===== src/rtl/pll_lock_reset_gen_if.sv =====
// pll_lock_reset_gen_if
// Bundles the lock input, the status-clear strobe and all outputs of
// pll_lock_reset_gen.
//   slave  : the generator (consumes locked/clear_status, drives the rest)
//   master : whoever drives locked/clear_status and observes the outputs
// Signals:
//   locked          PLL lock flag, asynchronous to the generator clock
//   clear_status    single-cycle pulse clearing lock_loss_count/timeout_flag
//   sys_reset       active-high fabric reset
//   ready           high only while the lock is accepted and running
//   pll_resetb      active-low PLL reset request
//   lock_loss_count saturating lock-loss count
//   timeout_flag    sticky lock-acquisition timeout flag
interface pll_lock_reset_gen_if #(
    parameter int unsigned CNT_W = 8
) ();
    logic             locked;
    logic             clear_status;
    logic             sys_reset;
    logic             ready;
    logic             pll_resetb;
    logic [CNT_W-1:0] lock_loss_count;
    logic             timeout_flag;

    modport master (
        output locked, clear_status,
        input  sys_reset, ready, pll_resetb, lock_loss_count, timeout_flag
    );

    modport slave (
        input  locked, clear_status,
        output sys_reset, ready, pll_resetb, lock_loss_count, timeout_flag
    );
endinterface


===== src/rtl/pll_lock_reset_gen.sv =====
// pll_lock_reset_gen
// Turns the asynchronous PLL lock flag into a debounced active-high fabric
// reset and a ready flag, counts lock losses seen while running and flags
// lock-acquisition timeouts. Runs on the PLL output clock.
// Optional feature macro: PLL_AUTO_RELOCK_EN -- a timeout pulses pll_resetb
// low for PLL_RESET_CYCLES cycles before acquisition resumes. Without it the
// PLL reset state is absent and pll_resetb is held at 1.
// Ports:
//   clock_i  PLL output clock
//   reset_i  synchronous active-high block reset
//   bus      pll_lock_reset_gen_if.slave (locked, clear_status in; sys_reset,
//            ready, pll_resetb, lock_loss_count, timeout_flag out)
//
// state    | meaning
// ---------+------------------------------------------------------------
// S_WAIT   | acquiring: counting consecutive lock cycles, timeout running
// S_HOLD   | lock accepted, sys_reset still held for RESET_HOLD cycles
// S_RUN    | fabric released, ready = 1
// S_PLLRST | pll_resetb pulsed low (PLL_AUTO_RELOCK_EN builds only)
module pll_lock_reset_gen #(
    parameter int unsigned SYNC_STAGES      = 2,
    parameter int unsigned STABLE_CYCLES    = 1024,
    parameter int unsigned RESET_HOLD       = 16,
    parameter int unsigned TIMEOUT_CYCLES   = 65536,
    parameter int unsigned PLL_RESET_CYCLES = 8,
    parameter int unsigned CNT_W            = 8
) (
    input  logic                 clock_i,
    input  logic                 reset_i,
    pll_lock_reset_gen_if.slave  bus
);
    // A single-flop synchroniser is never acceptable; clamp to two.
    localparam int unsigned SYNC_N   = (SYNC_STAGES < 2) ? 2 : SYNC_STAGES;
    localparam int unsigned STABLE_W = (STABLE_CYCLES > 1) ? $clog2(STABLE_CYCLES) : 1;
    localparam int unsigned HOLD_W   = (RESET_HOLD > 1) ? $clog2(RESET_HOLD) : 1;
    localparam int unsigned TMO_W    = (TIMEOUT_CYCLES > 1) ? $clog2(TIMEOUT_CYCLES) : 1;

    localparam logic [STABLE_W-1:0] STABLE_LAST = STABLE_W'(STABLE_CYCLES - 1);
    localparam logic [HOLD_W-1:0]   HOLD_LAST   = HOLD_W'(RESET_HOLD - 1);
    localparam logic [TMO_W-1:0]    TMO_LAST    = TMO_W'(TIMEOUT_CYCLES - 1);
    localparam logic [CNT_W-1:0]    CNT_MAX     = {CNT_W{1'b1}};

    typedef enum logic [1:0] {
        S_WAIT   = 2'd0,
        S_HOLD   = 2'd1,
        S_RUN    = 2'd2
`ifdef PLL_AUTO_RELOCK_EN
        ,
        S_PLLRST = 2'd3
`endif
    } state_t;

    state_t              state_q;
    logic [SYNC_N-1:0]   sync_q;
    logic [STABLE_W-1:0] stable_cnt_q;
    logic [HOLD_W-1:0]   hold_cnt_q;
    logic [TMO_W-1:0]    timeout_cnt_q;
    logic                sys_reset_q;
    logic                ready_q;
    logic [CNT_W-1:0]    loss_cnt_q;
    logic                timeout_flag_q;

    logic lk;
    logic accept;
    logic timeout_hit;
    logic loss_evt;

    assign lk          = sync_q[SYNC_N-1];
    assign accept      = (state_q == S_WAIT) && lk && (stable_cnt_q == STABLE_LAST);
    // Acceptance on the terminal timeout cycle suppresses the timeout.
    assign timeout_hit = (state_q == S_WAIT) && !accept && (timeout_cnt_q == TMO_LAST);
    assign loss_evt    = (state_q == S_RUN) && !lk;

`ifdef PLL_AUTO_RELOCK_EN
    localparam int unsigned PR_W = (PLL_RESET_CYCLES > 1) ? $clog2(PLL_RESET_CYCLES) : 1;
    localparam logic [PR_W-1:0] PR_LAST = PR_W'(PLL_RESET_CYCLES - 1);

    logic [PR_W-1:0] pll_cnt_q;
    logic            pll_resetb_q;

    assign bus.pll_resetb = pll_resetb_q;
`else
    // No relock pulse in this build; the pulse length only keeps the
    // parameter referenced and does not affect the constant.
    assign bus.pll_resetb = (PLL_RESET_CYCLES != 0) | 1'b1;
`endif

    always_ff @(posedge clock_i) begin
        if (reset_i) begin
            state_q        <= S_WAIT;
            sync_q         <= '0;
            stable_cnt_q   <= '0;
            hold_cnt_q     <= '0;
            timeout_cnt_q  <= '0;
            sys_reset_q    <= 1'b1;
            ready_q        <= 1'b0;
            loss_cnt_q     <= '0;
            timeout_flag_q <= 1'b0;
`ifdef PLL_AUTO_RELOCK_EN
            pll_cnt_q      <= '0;
            pll_resetb_q   <= 1'b1;
`endif
        end else begin
            sync_q <= {sync_q[SYNC_N-2:0], bus.locked};

            // A loss coinciding with a clear counts as the first new loss.
            if (loss_evt) begin
                if (bus.clear_status)
                    loss_cnt_q <= CNT_W'(1);
                else if (loss_cnt_q != CNT_MAX)
                    loss_cnt_q <= loss_cnt_q + 1'b1;
            end else if (bus.clear_status) begin
                loss_cnt_q <= '0;
            end

            if (timeout_hit)
                timeout_flag_q <= 1'b1;
            else if (bus.clear_status)
                timeout_flag_q <= 1'b0;

            case (state_q)
                S_WAIT: begin
                    if (accept) begin
                        state_q       <= S_HOLD;
                        stable_cnt_q  <= '0;
                        timeout_cnt_q <= '0;
                    end else begin
                        stable_cnt_q <= lk ? stable_cnt_q + 1'b1 : '0;
                        if (timeout_hit) begin
                            timeout_cnt_q <= '0;
`ifdef PLL_AUTO_RELOCK_EN
                            stable_cnt_q  <= '0;
                            pll_cnt_q     <= '0;
                            pll_resetb_q  <= 1'b0;
                            state_q       <= S_PLLRST;
`endif
                        end else begin
                            timeout_cnt_q <= timeout_cnt_q + 1'b1;
                        end
                    end
                end

                S_HOLD: begin
                    if (!lk) begin
                        state_q    <= S_WAIT;
                        hold_cnt_q <= '0;
                    end else if (hold_cnt_q == HOLD_LAST) begin
                        state_q     <= S_RUN;
                        hold_cnt_q  <= '0;
                        sys_reset_q <= 1'b0;
                        ready_q     <= 1'b1;
                    end else begin
                        hold_cnt_q <= hold_cnt_q + 1'b1;
                    end
                end

                S_RUN: begin
                    if (!lk) begin
                        state_q     <= S_WAIT;
                        sys_reset_q <= 1'b1;
                        ready_q     <= 1'b0;
                    end
                end

`ifdef PLL_AUTO_RELOCK_EN
                S_PLLRST: begin
                    if (pll_cnt_q == PR_LAST) begin
                        state_q      <= S_WAIT;
                        pll_cnt_q    <= '0;
                        pll_resetb_q <= 1'b1;
                    end else begin
                        pll_cnt_q <= pll_cnt_q + 1'b1;
                    end
                end
`endif

                default: begin
                    state_q       <= S_WAIT;
                    stable_cnt_q  <= '0;
                    hold_cnt_q    <= '0;
                    timeout_cnt_q <= '0;
                    sys_reset_q   <= 1'b1;
                    ready_q       <= 1'b0;
                end
            endcase
        end
    end

    assign bus.sys_reset       = sys_reset_q;
    assign bus.ready           = ready_q;
    assign bus.lock_loss_count = loss_cnt_q;
    assign bus.timeout_flag    = timeout_flag_q;

endmodule


===== src/flat_wrapper.sv =====
// flat-port wrapper written by rule: the top's interface ports become plain ports
module pll_lock_reset_gen_flat 
#(
    parameter int unsigned SYNC_STAGES      = 2,
    parameter int unsigned STABLE_CYCLES    = 1024,
    parameter int unsigned RESET_HOLD       = 16,
    parameter int unsigned TIMEOUT_CYCLES   = 65536,
    parameter int unsigned PLL_RESET_CYCLES = 8,
    parameter int unsigned CNT_W            = 8
)
  (clock_i, reset_i, bus_locked, bus_clear_status, bus_sys_reset, bus_ready, bus_pll_resetb, bus_lock_loss_count, bus_timeout_flag);
  pll_lock_reset_gen_if #(.CNT_W(CNT_W)) bus_i ();
  input  logic clock_i;
  input  logic reset_i;
  input wire logic [$bits(bus_i.locked)-1:0] bus_locked;
  input wire logic [$bits(bus_i.clear_status)-1:0] bus_clear_status;
  output wire logic [$bits(bus_i.sys_reset)-1:0] bus_sys_reset;
  output wire logic [$bits(bus_i.ready)-1:0] bus_ready;
  output wire logic [$bits(bus_i.pll_resetb)-1:0] bus_pll_resetb;
  output wire logic [$bits(bus_i.lock_loss_count)-1:0] bus_lock_loss_count;
  output wire logic [$bits(bus_i.timeout_flag)-1:0] bus_timeout_flag;
  assign bus_i.locked = bus_locked;
  assign bus_i.clear_status = bus_clear_status;
  assign bus_sys_reset = bus_i.sys_reset;
  assign bus_ready = bus_i.ready;
  assign bus_pll_resetb = bus_i.pll_resetb;
  assign bus_lock_loss_count = bus_i.lock_loss_count;
  assign bus_timeout_flag = bus_i.timeout_flag;
  pll_lock_reset_gen #(.SYNC_STAGES(SYNC_STAGES), .STABLE_CYCLES(STABLE_CYCLES), .RESET_HOLD(RESET_HOLD), .TIMEOUT_CYCLES(TIMEOUT_CYCLES), .PLL_RESET_CYCLES(PLL_RESET_CYCLES), .CNT_W(CNT_W)) u_core (.clock_i(clock_i), .reset_i(reset_i), .bus(bus_i));
endmodule

===== config.mk =====
export PLATFORM = sky130hd
export DESIGN_NAME = pll_lock_reset_gen_flat
export DESIGN_NICKNAME = d
export VERILOG_FILES = /design/src/rtl/pll_lock_reset_gen_if.sv /design/src/rtl/pll_lock_reset_gen.sv /design/src/flat_wrapper.sv
export SDC_FILE = /design/constraint.sdc
export NUM_CORES = 1
export LEC_CHECK = 0
export ABC_AREA = 1
export CAP_MARGIN = 20
export CORE_MARGIN = 3
export CORE_UTILIZATION = 39
export CTS_BUF_LIST = sky130_fd_sc_hd__clkbuf_4 sky130_fd_sc_hd__clkbuf_8
export DETAILED_ROUTE_END_ITERATION = 10
export HOLD_SLACK_MARGIN = 0.06
export PLACE_DENSITY = 0.62
export REMOVE_ABC_BUFFERS = 1
export SLEW_MARGIN = 5
export SYNTH_ARGS = -nofsm -noshare
export SYNTH_HDL_FRONTEND = slang
export SYNTH_SLANG_ARGS = --single-unit
export TNS_END_PERCENT = 5

===== constraint.sdc =====
create_clock -name clock_i -period 4.9 [get_ports clock_i]
set_clock_uncertainty 0.1 [all_clocks]
set_input_delay 1.47 -clock clock_i [delete_from_list [all_inputs] [get_ports clock_i]]
set_output_delay 1.47 -clock clock_i [all_outputs]
set_load 0.005 [all_outputs]

==> results of run 1 <==
[where the power goes]
group / total [mW] / switching [mW] / internal [mW]
clock network: 0.243 / 0.128 / 0.114
logic: 0.0722 / 0.0439 / 0.0283
registers: 0.387 / 0.00949 / 0.377
[layout make-up]
type	count	area [µm²]
Clock buffer	6	82.6
Sequential cell	45	901
Multi-Input combinational cell	228	1180
Timing Repair Buffer	14	140
Inverter	39	151
Clock inverter	2	13.8
Fill cell	567	3020
Tap cell	72	90.1
[flip-flops by register name, summed over array words and instances (netlist names)]
| name | flops |
|---|---|
| u_core.bus.ready | 1 |
| u_core.bus.sys_reset | 1 |
| u_core.bus.timeout_flag | 1 |
| u_core.state_q | 2 |
| u_core.timeout_cnt_q | 16 |
| u_core.hold_cnt_q | 4 |
| u_core.sync_q | 2 |
| u_core.bus.lock_loss_count | 8 |
| u_core.stable_cnt_q | 10 |
[cell families (layout without fill, tap and decap cells)]
| kind of cell | after synthesis | count (layout) | share of synthesized area [%] |
|---|---|---|---|
| multiplexers | 2 | 2 | 0.883 |
| adder cells (fa/ha/maj) | 7 | 7 | 3.86 |
| buffers and inverters | 43 | 61 | 8.33 |
| flip-flops | 45 | 45 | 39.7 |
| other | 1 | 1 | 0.165 |
| AO/OA/AOI/OAI | 29 | 29 | 6.78 |
| XOR/XNOR | 19 | 19 | 7.34 |
| AND/OR/NAND/NOR | 170 | 170 | 32.9 |
[worst reg2reg max path: cells and delay by family, from the launching register on]
kind                       cells  cell delay [ps]
adders and majority gates      1              490
buffers and inverters          2              250
DFF                            1              360
and+or+nand+nor                8              680
[metal layers]
metal | track usage, % | wire (µm)
met5 | 0 | 0
met4 | 4.98 | 32
met3 | 3.90 | 150
met2 | 22.0 | 1830
met1 | 16.6 | 2100
[synth_stat cells]
cell type   n  area share (%)
a21oi_1    12             2.6
dfxtp_1    45              40
clkbuf_1    1            0.17
and3_1      1            0.28
buf_8       1            0.66
o21bai_1    1            0.33
nand3_2     1            0.44
nor2_1     52             8.6
and2_1      1            0.28
nand3_1    25             5.5
nor2_2      6             1.7
conb_1      1            0.17
nand2_2     5             1.4
nand2_1    63              10
inv_6       1            0.39
buf_6       1            0.50
buf_4       1            0.33
mux2i_1     2            0.88
ha_1        7             3.9
o211ai_1    1            0.33
nor3_1      5             1.1
xnor2_1     4             1.5
a31oi_1     1            0.28
nand2_4     1            0.50
o21ai_0    13             2.9
a21boi_0    1            0.33
xor2_1     15             5.8
nand4_1    10             2.8
inv_1      38             6.3
[through the flow]
step                utilization (%)  setup WS, ps  hold WS, ps
global route                   45.9          2020          325
detailed placement             44.2          1860          297
finish                         45.9          2070          306
floorplan                         -          2710          288
global placement               44.2          1880          297
CTS                            45.9          2070          308
[path summary, 6_finish.rpt]
path	startpoint	to	slack, ps	cells after the start
setup reg to reg	u_core.state_q[0]$_SDFFE_PP0P_	u_core.timeout_cnt_q[9]$_SDFFE_PP0N_	2970	11
setup / recovery	u_core.bus.lock_loss_count[4]$_SDFFE_PP0P_	bus_lock_loss_count[4]	2070	1
hold reg to reg	u_core.sync_q[0]$_SDFF_PP0_	u_core.sync_q[1]$_SDFF_PP0_	310	2
hold / removal	u_core.sync_q[0]$_SDFF_PP0_	u_core.sync_q[1]$_SDFF_PP0_	310	2
==> impl_metrics.toml, run 1 <==
[clocking]
clock_insertion_delay_worst_skew_ps = 300
cts_max_level = 2
postCtsSetupRepairBufs = 0
cts.sinks = 45
cts_root_buf = "clkbuf_8"
cts_buffers = 5
path_clk_slew_ps = 90
hold_buffers = 0
cts_resized = 0
cts_max_path_buffers = 2
cts_tree = "done"

[final_layout]
layout_common_cells = "63 x nand2_1, 52 x nor2_1, 45 x dfxtp_1"
antenna_cells = 0
final_cells = 406
final_area_um2 = 2560
drive_gt1_share_pct = 6.59
final_common_cell = "nand2_1"
layout.nets = 344
area_growth_pct = 12.7

[timing]
finalCritPeriodShare_pct = 57.8
timing.final.hold_violations = 0
min_period_ps = 2830
setup_tns_ps = 0
maxSlewViolCount = 0
setup_viol_count_final = 0
rsz0062_at_grt = "false"
fmax_mhz = 353

[placed_design]
gp_congestion = 0.810
dpl-instance-area_um2 = 2460
dpl.cell_count = 398
place_hpwl_um = 3000
io_buffers = 14

[floorplan]
die-height_um = 82.3
core_um2 = 5570
design.die.area_um2 = 6770
rows = 27
ios = 16
fp.dieW_um = 82.3
start_util_pct = 40.7

[worst_setup_path]
worst-path-buf-inv = 1
end_kind = "output pin"
cp-start-kind = "flip-flop"
arrival_ps = 1260
crit_fanout = 5
cp_slowest_cell = "clkdlybuf4s50_1"
worstPathRequired_ps = 3330
cp_slowest_stage_delay_ps = 530
critical_path.cell_chain = "clkdlybuf4s50_1"
crit_type = "reg -> out"
path_delay_family = "buffers and inverters"

[synthesis]
yosys_warnings = 0
syn-cell-area_um2 = 2270
yosysUniqueCellTypes = 29
synth_seq_area_share_pct = 39.7
syn_avg_cell_area_um2 = 7.18
ys_seq_elements = 45
syn_inst = 316

[global_routing]
grt_pass1_vias = 1666
grt_util_all_layers_pct = 13.4
grt_overflow_total = 0
antenna_found_initial = 0
grt_max_degree = 17
grt_pass1_wl_um = 7120

[route]
drc = 0
vias = 1918
viasPerCell = 4.72
first_iter_violations = 59
firstDrtPassIters = 5
wire_per_inst_um = 10.1
antenna_left = 0
wirelength_um = 4110

[pwr]
power.leakage_nw = 0.982
vdd_drop_max_mv = 0.108
powerDensity_nw_per_um2 = 274
p_total_uw = 701

[run_status]
outcome = "finished clean"

[flow_run]
drv_cap = 0

[worst_hold_path]
hp-class = "reg -> reg"
Power figures use the tool's default switching activity.
==> run 2, diff against run 1 <==
clock period = 2.9 ns   (was 4.9 ns; I/O delays follow)
==> run 2 against run 1 <==
  * Clock power grew 65%
  * Via count down 1.7%
  * Wire length down 0.88%
  * Highest routed layer unchanged
  * Design area hardly changed
  * Critical path type unchanged
  * Hold slack barely moved
  * Global-route usage is essentially flat
  * Register-to-register slack got worse by 2000 ps
==> impl_metrics.toml, run 2 (synthesized netlist as in run 1, its figures left out) <==
[run_status]
outcome = "finished clean"

[clocking]
cts.sinks = 45
cts_root_buf = "clkbuf_8"
hold_buffers = 0
cts_max_level = 2
clock_insertion_delay_worst_skew_ps = 300
path_clk_slew_ps = 90
cts_buffers = 5
cts_max_path_buffers = 2
postCtsSetupRepairBufs = 0
cts_resized = 0
cts_tree = "done"

[pwr]
powerDensity_nw_per_um2 = 460
power.leakage_nw = 0.979
p_total_mw = 1.18
vdd_drop_max_mv = 0.208

[route]
drc = 0
firstDrtPassIters = 4
viasPerCell = 4.64
antenna_left = 0
vias = 1885
wirelength_um = 4080
wire_per_inst_um = 10.0
first_iter_violations = 55

[worst_setup_path]
worstPathRequired_ps = 1930
r2r-start = "u_core.state_q[0]$_SDFFE_PP0P_"
cp_slowest_cell = "clkdlybuf4s50_1"
cp-start-kind = "flip-flop"
end_kind = "output pin"
arrival_ps = 1240
crit_type = "reg -> out"
path_delay_family = "buffers and inverters"
cp_slowest_stage_delay_ps = 530
ff2ff_path_depth = 11
reg2reg_slack_ps = 930
r2r_end = "u_core.timeout_cnt_q[9]$_SDFFE_PP0N_"
crit_fanout = 5
worst-path-buf-inv = 1
critical_path.cell_chain = "clkdlybuf4s50_1"

[timing]
rsz0062_at_grt = "false"
setup_viol_count_final = 0
finalCritPeriodShare_pct = 76.2
fmax_mhz = 452
maxSlewViolCount = 0
min_period_ps = 2210
timing.final.hold_violations = 0
setup_tns_ps = 0

[floorplan]
fp.dieW_um = 82.3
rows = 27
start_util_pct = 40.7
design.die.area_um2 = 6770
ios = 16
die-height_um = 82.3
core_um2 = 5570

[final_layout]
n_fill_cell = 580
largest_reg_flops = 16
antenna_cells = 0
layout.nets = 345
fin_util_pct = 45.9
regMostFlops = "u_core.timeout_cnt_q"
final_cells = 406
drive_gt1_share_pct = 6.59
final_common_cell = "nand2_1"
layout_common_cells = "63 x nand2_1, 52 x nor2_1, 45 x dfxtp_1"
area_growth_pct = 12.8

[global_routing]
grt_pass1_vias = 1709
grt_pass1_wl_um = 7180
grt_overflow_total = 0
antenna_found_initial = 0
grt_util_all_layers_pct = 13.4
grt_max_degree = 17

[placed_design]
io_buffers = 14
gp_congestion = 0.822
place_hpwl_um = 3000
dpl.cell_count = 399

[worst_hold_path]
whs_path_depth = 2
worstHoldStart = "u_core.sync_q[0]$_SDFF_PP0_"
hp-class = "reg -> reg"
hold_end = "u_core.sync_q[1]$_SDFF_PP0_"

[flow_run]
drv_cap = 0
[run 2: worst register-to-register path: stages, from the launching register on]
cell	delay, ps
dfxtp_1	360
inv_1	70
ha_1	490
inv_6	180
nand2_2	70
nor2_1	140
nand2_1	90
nor2_1	160
nand2_1	70
nand2_1	50
nand2_1	40
nor2_1	90
[run 2: cell type report]
class | count | area [µm²] | area share, %
multi-input combinational | 228 | 1180 | 46.1
sequential | 45 | 901 | 35.2
inverter | 39 | 151 | 5.92
timing repair buffer | 15 | 148 | 5.77
tap | 72 | 90.1 | 3.52
clock buffer | 6 | 82.6 | 3.23
clock inverter | 1 | 7.51 | 0.293
[run 2: worst max-delay path by stage]
stage                                                end  depth (start not counted)                                  startpoint  slack (ps)
finish                            bus_lock_loss_count[0]                          1  u_core.bus.lock_loss_count[0]$_SDFFE_PP0P_         690
global route                      bus_lock_loss_count[4]                          1  u_core.bus.lock_loss_count[4]$_SDFFE_PP0P_         620
CTS                               bus_lock_loss_count[0]                          1  u_core.bus.lock_loss_count[0]$_SDFFE_PP0P_         670
detailed placement  u_core.timeout_cnt_q[0]$_SDFFE_PP0N_                          5                                     reset_i         660
global placement       u_core.hold_cnt_q[3]$_SDFFE_PP0N_                          5                                     reset_i         680
floorplan           u_core.timeout_cnt_q[9]$_SDFFE_PP0N_                         10              u_core.state_q[0]$_SDFFE_PP0P_        1180
[run 2: through the flow]
step                hold WS, ps  worst slack (ps)  area, µm²
floorplan                   288              1180       2230
global placement            300               681       2470
detailed placement          297               655       2470
CTS                         309               666       2560
global route                328               621       2560
finish                      306               689       2560
[run 2: report_power, final]
group / internal (mW) / total (mW) / switching, mW
combinational: 0.0490 / 0.123 / 0.0735
sequential: 0.637 / 0.653 / 0.0158
clock: 0.189 / 0.401 / 0.213
[run 2: metal layers]
layer  GRT usage, %  vias to the layer above  routed length, µm
li1               -                     1036                  -
met4           3.99                        0                 36
met5              0                        -                  0
met3           4.23                        4                136
met1           17.4                      826               2070
met2           21.3                       19               1830
